### src/rtl/sub2_and_clip_reg_pkg.sv
// Shared definitions for the subtract-and-clip datapath: clip bound helpers,
// raw (pre-clip) width helper and the clip classification type.
package sub2_clip_pkg;

  typedef enum logic [1:0] {
    CLIP_NONE = 2'd0,
    CLIP_HI   = 2'd1,
    CLIP_LO   = 2'd2
  } clip_e;

  // Width of an exact sum/difference of two signed samples of 'width' bits.
  function automatic int unsigned raw_width(input int unsigned width);
    return width + 1;
  endfunction

  // Largest representable signed value of 'width' bits.
  function automatic longint sat_max(input int unsigned width);
    return (longint'(1) <<< (width - 1)) - longint'(1);
  endfunction

  // Smallest representable signed value of 'width' bits.
  function automatic longint sat_min(input int unsigned width);
    return -(longint'(1) <<< (width - 1));
  endfunction

endpackage

### src/rtl/sub2_and_clip_reg_clip_sat.sv
// Combinational saturator: narrows a signed RAW_W value to WIDTH bits,
// clamping to the signed range and flagging which bound was hit.
module clip_sat
  import sub2_clip_pkg::*;
#(
  parameter int unsigned WIDTH = 16,
  parameter int unsigned RAW_W = raw_width(WIDTH)
) (
  input  logic signed [RAW_W-1:0] i_raw,
  output logic        [WIDTH-1:0] o_sat,
  output logic                    o_hi,
  output logic                    o_lo
);

  localparam logic signed [RAW_W-1:0] MAX_RAW = RAW_W'(sat_max(WIDTH));
  localparam logic signed [RAW_W-1:0] MIN_RAW = RAW_W'(sat_min(WIDTH));
  localparam logic        [WIDTH-1:0] MAX_OUT = WIDTH'(sat_max(WIDTH));
  localparam logic        [WIDTH-1:0] MIN_OUT = WIDTH'(sat_min(WIDTH));

  clip_e w_kind;

  // Classify the raw value against the signed WIDTH-bit range.
  always_comb begin
    w_kind = CLIP_NONE;
    if (i_raw > MAX_RAW) begin
      w_kind = CLIP_HI;
    end else if (i_raw < MIN_RAW) begin
      w_kind = CLIP_LO;
    end
  end

  // Select the clamped value and the matching flag.
  always_comb begin
    o_sat = i_raw[WIDTH-1:0];
    o_hi  = 1'b0;
    o_lo  = 1'b0;
    case (w_kind)
      CLIP_HI: begin
        o_sat = MAX_OUT;
        o_hi  = 1'b1;
      end
      CLIP_LO: begin
        o_sat = MIN_OUT;
        o_lo  = 1'b1;
      end
      default: ;
    endcase
  end

endmodule

### src/rtl/sub2_and_clip_reg.sv
// Registered, strobe-qualified saturating subtractor: diff = clip(in1 - in2).
// Two-stage pipeline (exact difference, then clip), per-sample hi/lo clip
// flags, a sticky clip flag and a saturating clip event counter.
// Optional feature macro: SUB2_CLIP_CNT_EN enables the clip_cnt counter;
// without it clip_cnt is tied to zero and the port list is unchanged.
module sub2_and_clip_reg
  import sub2_clip_pkg::*;
#(
  parameter int unsigned WIDTH     = 16,
  parameter int unsigned CNT_WIDTH = 16
) (
  input  logic                 clk,
  input  logic                 rst,
  input  logic [WIDTH-1:0]     in1,
  input  logic [WIDTH-1:0]     in2,
  input  logic                 strobe_in,
  input  logic                 clr,
  output logic [WIDTH-1:0]     diff,
  output logic                 strobe_out,
  output logic                 clip_hi,
  output logic                 clip_lo,
  output logic                 clip_sticky,
  output logic [CNT_WIDTH-1:0] clip_cnt
);

  localparam int unsigned RAW_W = raw_width(WIDTH);

  logic signed [RAW_W-1:0] r_raw;
  logic                    r_v1;
  logic [WIDTH-1:0]        r_diff;
  logic                    r_strobe_out;
  logic                    r_clip_hi;
  logic                    r_clip_lo;
  logic                    r_sticky;

  logic signed [RAW_W-1:0] w_raw_next;
  logic [WIDTH-1:0]        w_sat;
  logic                    w_sat_hi;
  logic                    w_sat_lo;
  logic                    w_clip_event;

  // Exact difference: both operands sign-extended by one bit cannot wrap.
  always_comb begin
    w_raw_next = $signed({in1[WIDTH-1], in1}) - $signed({in2[WIDTH-1], in2});
  end

  // Stage 1: capture the exact difference on strobe; raw holds otherwise.
  always_ff @(posedge clk) begin
    if (rst) begin
      r_v1  <= 1'b0;
      r_raw <= '0;
    end else begin
      r_v1 <= strobe_in;
      if (strobe_in) begin
        r_raw <= w_raw_next;
      end
    end
  end

  clip_sat #(
    .WIDTH (WIDTH),
    .RAW_W (RAW_W)
  ) u_clip_sat (
    .i_raw (r_raw),
    .o_sat (w_sat),
    .o_hi  (w_sat_hi),
    .o_lo  (w_sat_lo)
  );

  // Stage 2: register the clipped sample and its flags; diff holds when idle.
  always_ff @(posedge clk) begin
    if (rst) begin
      r_diff       <= '0;
      r_strobe_out <= 1'b0;
      r_clip_hi    <= 1'b0;
      r_clip_lo    <= 1'b0;
    end else if (r_v1) begin
      r_diff       <= w_sat;
      r_strobe_out <= 1'b1;
      r_clip_hi    <= w_sat_hi;
      r_clip_lo    <= w_sat_lo;
    end else begin
      r_strobe_out <= 1'b0;
      r_clip_hi    <= 1'b0;
      r_clip_lo    <= 1'b0;
    end
  end

  assign w_clip_event = r_strobe_out & (r_clip_hi | r_clip_lo);

  // Sticky clip flag: a clip event outranks a simultaneous clear.
  always_ff @(posedge clk) begin
    if (rst) begin
      r_sticky <= 1'b0;
    end else if (w_clip_event) begin
      r_sticky <= 1'b1;
    end else if (clr) begin
      r_sticky <= 1'b0;
    end
  end

`ifdef SUB2_CLIP_CNT_EN
  logic [CNT_WIDTH-1:0] r_cnt;

  // Saturating clip event counter; clear with a coincident event loads 1.
  always_ff @(posedge clk) begin
    if (rst) begin
      r_cnt <= '0;
    end else if (clr) begin
      r_cnt <= w_clip_event ? CNT_WIDTH'(1) : '0;
    end else if (w_clip_event && (r_cnt != '1)) begin
      r_cnt <= r_cnt + CNT_WIDTH'(1);
    end
  end

  assign clip_cnt = r_cnt;
`else
  assign clip_cnt = '0;
`endif

  assign diff        = r_diff;
  assign strobe_out  = r_strobe_out;
  assign clip_hi     = r_clip_hi;
  assign clip_lo     = r_clip_lo;
  assign clip_sticky = r_sticky;

endmodule

### config.mk
export PLATFORM = sky130hd
export DESIGN_NAME = sub2_and_clip_reg
export DESIGN_NICKNAME = d
export VERILOG_FILES = /design/src/rtl/sub2_and_clip_reg_pkg.sv /design/src/rtl/sub2_and_clip_reg_clip_sat.sv /design/src/rtl/sub2_and_clip_reg.sv
export SDC_FILE = /design/constraint.sdc
export NUM_CORES = 1
export LEC_CHECK = 0
export BUFFER_PORTS_ARGS = -buffer_cell sky130_fd_sc_hd__buf_2
export CAP_MARGIN = 20
export CORE_MARGIN = 3
export CORE_UTILIZATION = 35
export CTS_BUF_LIST = sky130_fd_sc_hd__clkbuf_2
export DETAILED_ROUTE_END_ITERATION = 16
export GPL_TIMING_DRIVEN = 0
export HOLD_SLACK_MARGIN = 0.02
export SLEW_MARGIN = 30
export SYNTH_ARGS = -nofsm -noshare
export SYNTH_HDL_FRONTEND = slang
export SYNTH_SLANG_ARGS = --single-unit
export TNS_END_PERCENT = 20
### constraint.sdc
create_clock -name clk -period 2.2 [get_ports clk]
set_input_delay 0 -clock clk [delete_from_list [all_inputs] [get_ports clk]]
set_output_delay 0 -clock clk [all_outputs]
set_load 0.005 [all_outputs]
==> results_dict.tcl <==
set metrics [dict create \
    worst_path_largest_cell_delay_ns 0.53 \
    ios 72 \
    critical-path-top-delay-family "compound AO/OA/AOI/OAI gates" \
    relSlewSlack_pct 59.5 \
    holdCritPathClass "in2reg" \
    final-setup-viol-count 0 \
    antenna_cells_inserted 0 \
    max_freq_mhz 491 \
    cts_made_buffers 5 \
    critPathMostFrequentCell "a21oi_1" \
    synthesized_area_mm2 0.00238 \
    routed_wirelength_um 5290 \
    crit_path_end_kind "register" \
    synth.most_common_cell "dfxtp_1" \
    final_antenna_net_count 0 \
    final.setup.tns_ns 0 \
    dpl_cell_area_mm2 0.00281 \
    dp_hpwl_um 4260 \
    timing.reg2reg.setup_slack_ns 0.84 \
    crit_required_ns 2.47 \
    cp.arrival_ns 2.30 \
    post-route-cell-area_mm2 0.00291 \
    worst_setup_path_start_kind "input port" \
    initial_antenna_violation_count 0 \
    post_cts_setup_repair_bufs 0 \
    timing.critical_path.slowest_stage_cell "dlygate4sd3_1" \
    synth.top_cell.area_share_pct 32.0 \
    routed_wire_length_per_instance_um 11.6 \
    cts_repair_resize_count 0 \
    quantity_of_hold_fixing_buffers_added_after_cts 6 \
    number_of_remaining_drc_errors 0 \
    dieHeight_um 88.5 \
    detailedRoute.firstPassIterationCount 4 \
    clock_tree.buffer_depth 2 \
    weighted_congestion_reported_at_the_end_of_routability_driven_placement 0.783 \
    crit_chain "dlygate4sd3_1, buf_2, ha_1, fa_1, nand2b_1, a21oi_1, o21ai_1, a21oi_1, xnor2_1, a22o_1" \
    synth_top_cell_by_area "dfxtp_1" \
    global_route_wire_length_before_repair_um 8600 \
    final_period_minus_worst_setup_slack_ns 2.04 \
    clockRootBuffer "clkbuf_2" \
    drive_above_1_share_pct 22.7 \
    fin_max_slew_vios 0 \
    cp_max_fo 5 \
    tritoncts_num_sinks 38 \
    number_of_global_route_vias_before_repair 1888 \
    design.die.area_mm2 0.00783 \
    dieWidth_um 88.5 \
    track_usage_pct 13.8 \
    synth_enable_flop_cells 0 \
    post_synth_most_frequent_cells "dfxtp_1 (38), nor2_1 (37), inv_1 (24), nand2_1 (23)" \
    grt_setup_unrepaired "no" \
    globalRoute.totalOverflow 0 \
    min_period_over_period_pct 92.6 \
    yosys-top-cells-area "dfxtp_1 (32%), ha_1 (8.4%), nor2_1 (5.8%)" \
    cts-htree-levels 2 \
    syn_to_final_growth_pct 22.1 \
    tightest_slew_ns 0.606 \
    ys_ff_latch 38 \
    core_area_mm2 0.00646 \
    post_synth_num_cell_types 48 \
    synth_cells 295 \
    final_hold_viol_count 0 \
    yosysWarningCount 0 \
    fin_worst_skew_ns 0.0208 \
    drt_first_iter_violations 71 \
    tritoncts_clock_tree "yes" \
    number_of_buffer_and_inverter_stages_on_the_critical_path 2 \
    avgViaCountPerCell 4.66 \
    postSynth.topFlopCell "dfxtp_1" \
    post_synthesis_area_per_instance_um2 8.07 \
    status "complete, no violations" \
    grt_max_degree 12 \
    cap_violations 0 \
    total_leakage_power_uw 0.00136 \
    worst_supply_voltage_drop_on_vdd_uv 169 \
    vias 2125 \
    clk_pin_slew_ns 0.17 \
    core.rowCount 29 \
    fin_nets 431 \
    worstSkewPairLatency_ns 0.37 \
    floorplan.initialDensity_pct 36.8 \
    port-buffer-count 55 \
    power_per_cell_area_mw_per_mm2 536 \
    crit_type "in2reg" \
    asyncSetResetFlopFracSynth_pct 0 \
    synth_sequential_area_ratio_pct 32.0 \
]
[kinds of logic after synthesis]
group	after synthesis	synth area share, %
AO/OA/AOI/OAI	86	25.3
AND/OR/NAND/NOR	82	15.4
buffers and inverters	53	10.9
flip-flops	38	32.0
adder cells (fa/ha/maj)	18	9.67
XOR/XNOR	10	3.68
multiplexers	7	2.94
other	1	0.158
[state kept, by name, indices dropped and copies added, names as in the netlist]
register	count
r_raw	17
r_v1	1
strobe_out	1
clip_lo	1
diff	16
clip_sticky	1
clip_hi	1
[per-stage QoR]
step / total power, uW / util, % / hold WS (ns) / instances / setup WS (ns)
floorplan: 1140 / - / 0.0864 / 310 / 0.603
global placement: 1270 / 43.5 / 0.270 / 442 / 0.302
detailed placement: 1280 / 43.5 / 0.281 / 442 / 0.305
CTS: 1580 / 45.0 / 0.0336 / 456 / 0.185
global route: 1680 / 45.0 / 0.0369 / 456 / 0.0892
finish: 1560 / 45.0 / 0.0605 / 456 / 0.164
[where the power goes]
group,switching [uW],internal (uW),leakage [uW]
Sequential,40.3,745,0.000313
Clock,209,78.3,0.0000304
Combinational,261,224,0.00102
Total,510,1050,0.00136
[final cells by class]
| cell class | count | area [um^2] |
|---|---|---|
| timing repair buffer | 61 | 335 |
| sequential | 38 | 761 |
| multi-input combinational | 219 | 1420 |
| clock buffer | 6 | 30.0 |
| buffer | 29 | 170 |
| tap | 77 | 96.3 |
| clock inverter | 2 | 8.76 |
| inverter | 24 | 90.1 |
| fill | 689 | 3550 |
[per-layer routing]
| layer | up-vias | global-route usage, % | routed length, um |
|---|---|---|---|
| met1 | 906 | 17.6 | 2550 |
| met3 | 2 | 2.51 | 265 |
| met2 | 55 | 23.4 | 2430 |
| met4 | 0 | 4.53 | 40 |
| met5 | - | 0 | 0 |
| li1 | 1162 | - | - |
[worst reg2reg max path: stages, from the launching register on]
cell and delay (ns):
dfxtp_1 0.52, clkbuf_1 0.36, o21ai_0 0.15, a311oi_1 0.26
[worst paths after layout]
kind,from,end,cells after the start
worst max-delay path,in2[0],r_raw[12],10
worst min-delay path,in1[1],r_raw[1],4
worst max register to register,r_raw[15],diff[5],3
worst min register to register,clip_sticky,clip_sticky,2
[layout by cell type, fill, tap and decap left out, drive strengths merged, types with 2 or more instances in the layout]
master	count
nor2	37
a2111oi	2
dfxtp	38
a22o	4
nor4	2
o21ai	26
a21oi	22
nand2b	7
mux2i	7
inv	24
xnor2	7
a211oi	4
and3	2
buf	73
clkbuf	17
conb	16
a311oi	14
nor3b	2
xor2	3
nor2b	3
ha	16
a21o	2
clkinv	2
o211ai	3
dlygate4sd3	6
nand2	24
Note: power is estimated with default switching activity, not from simulation.
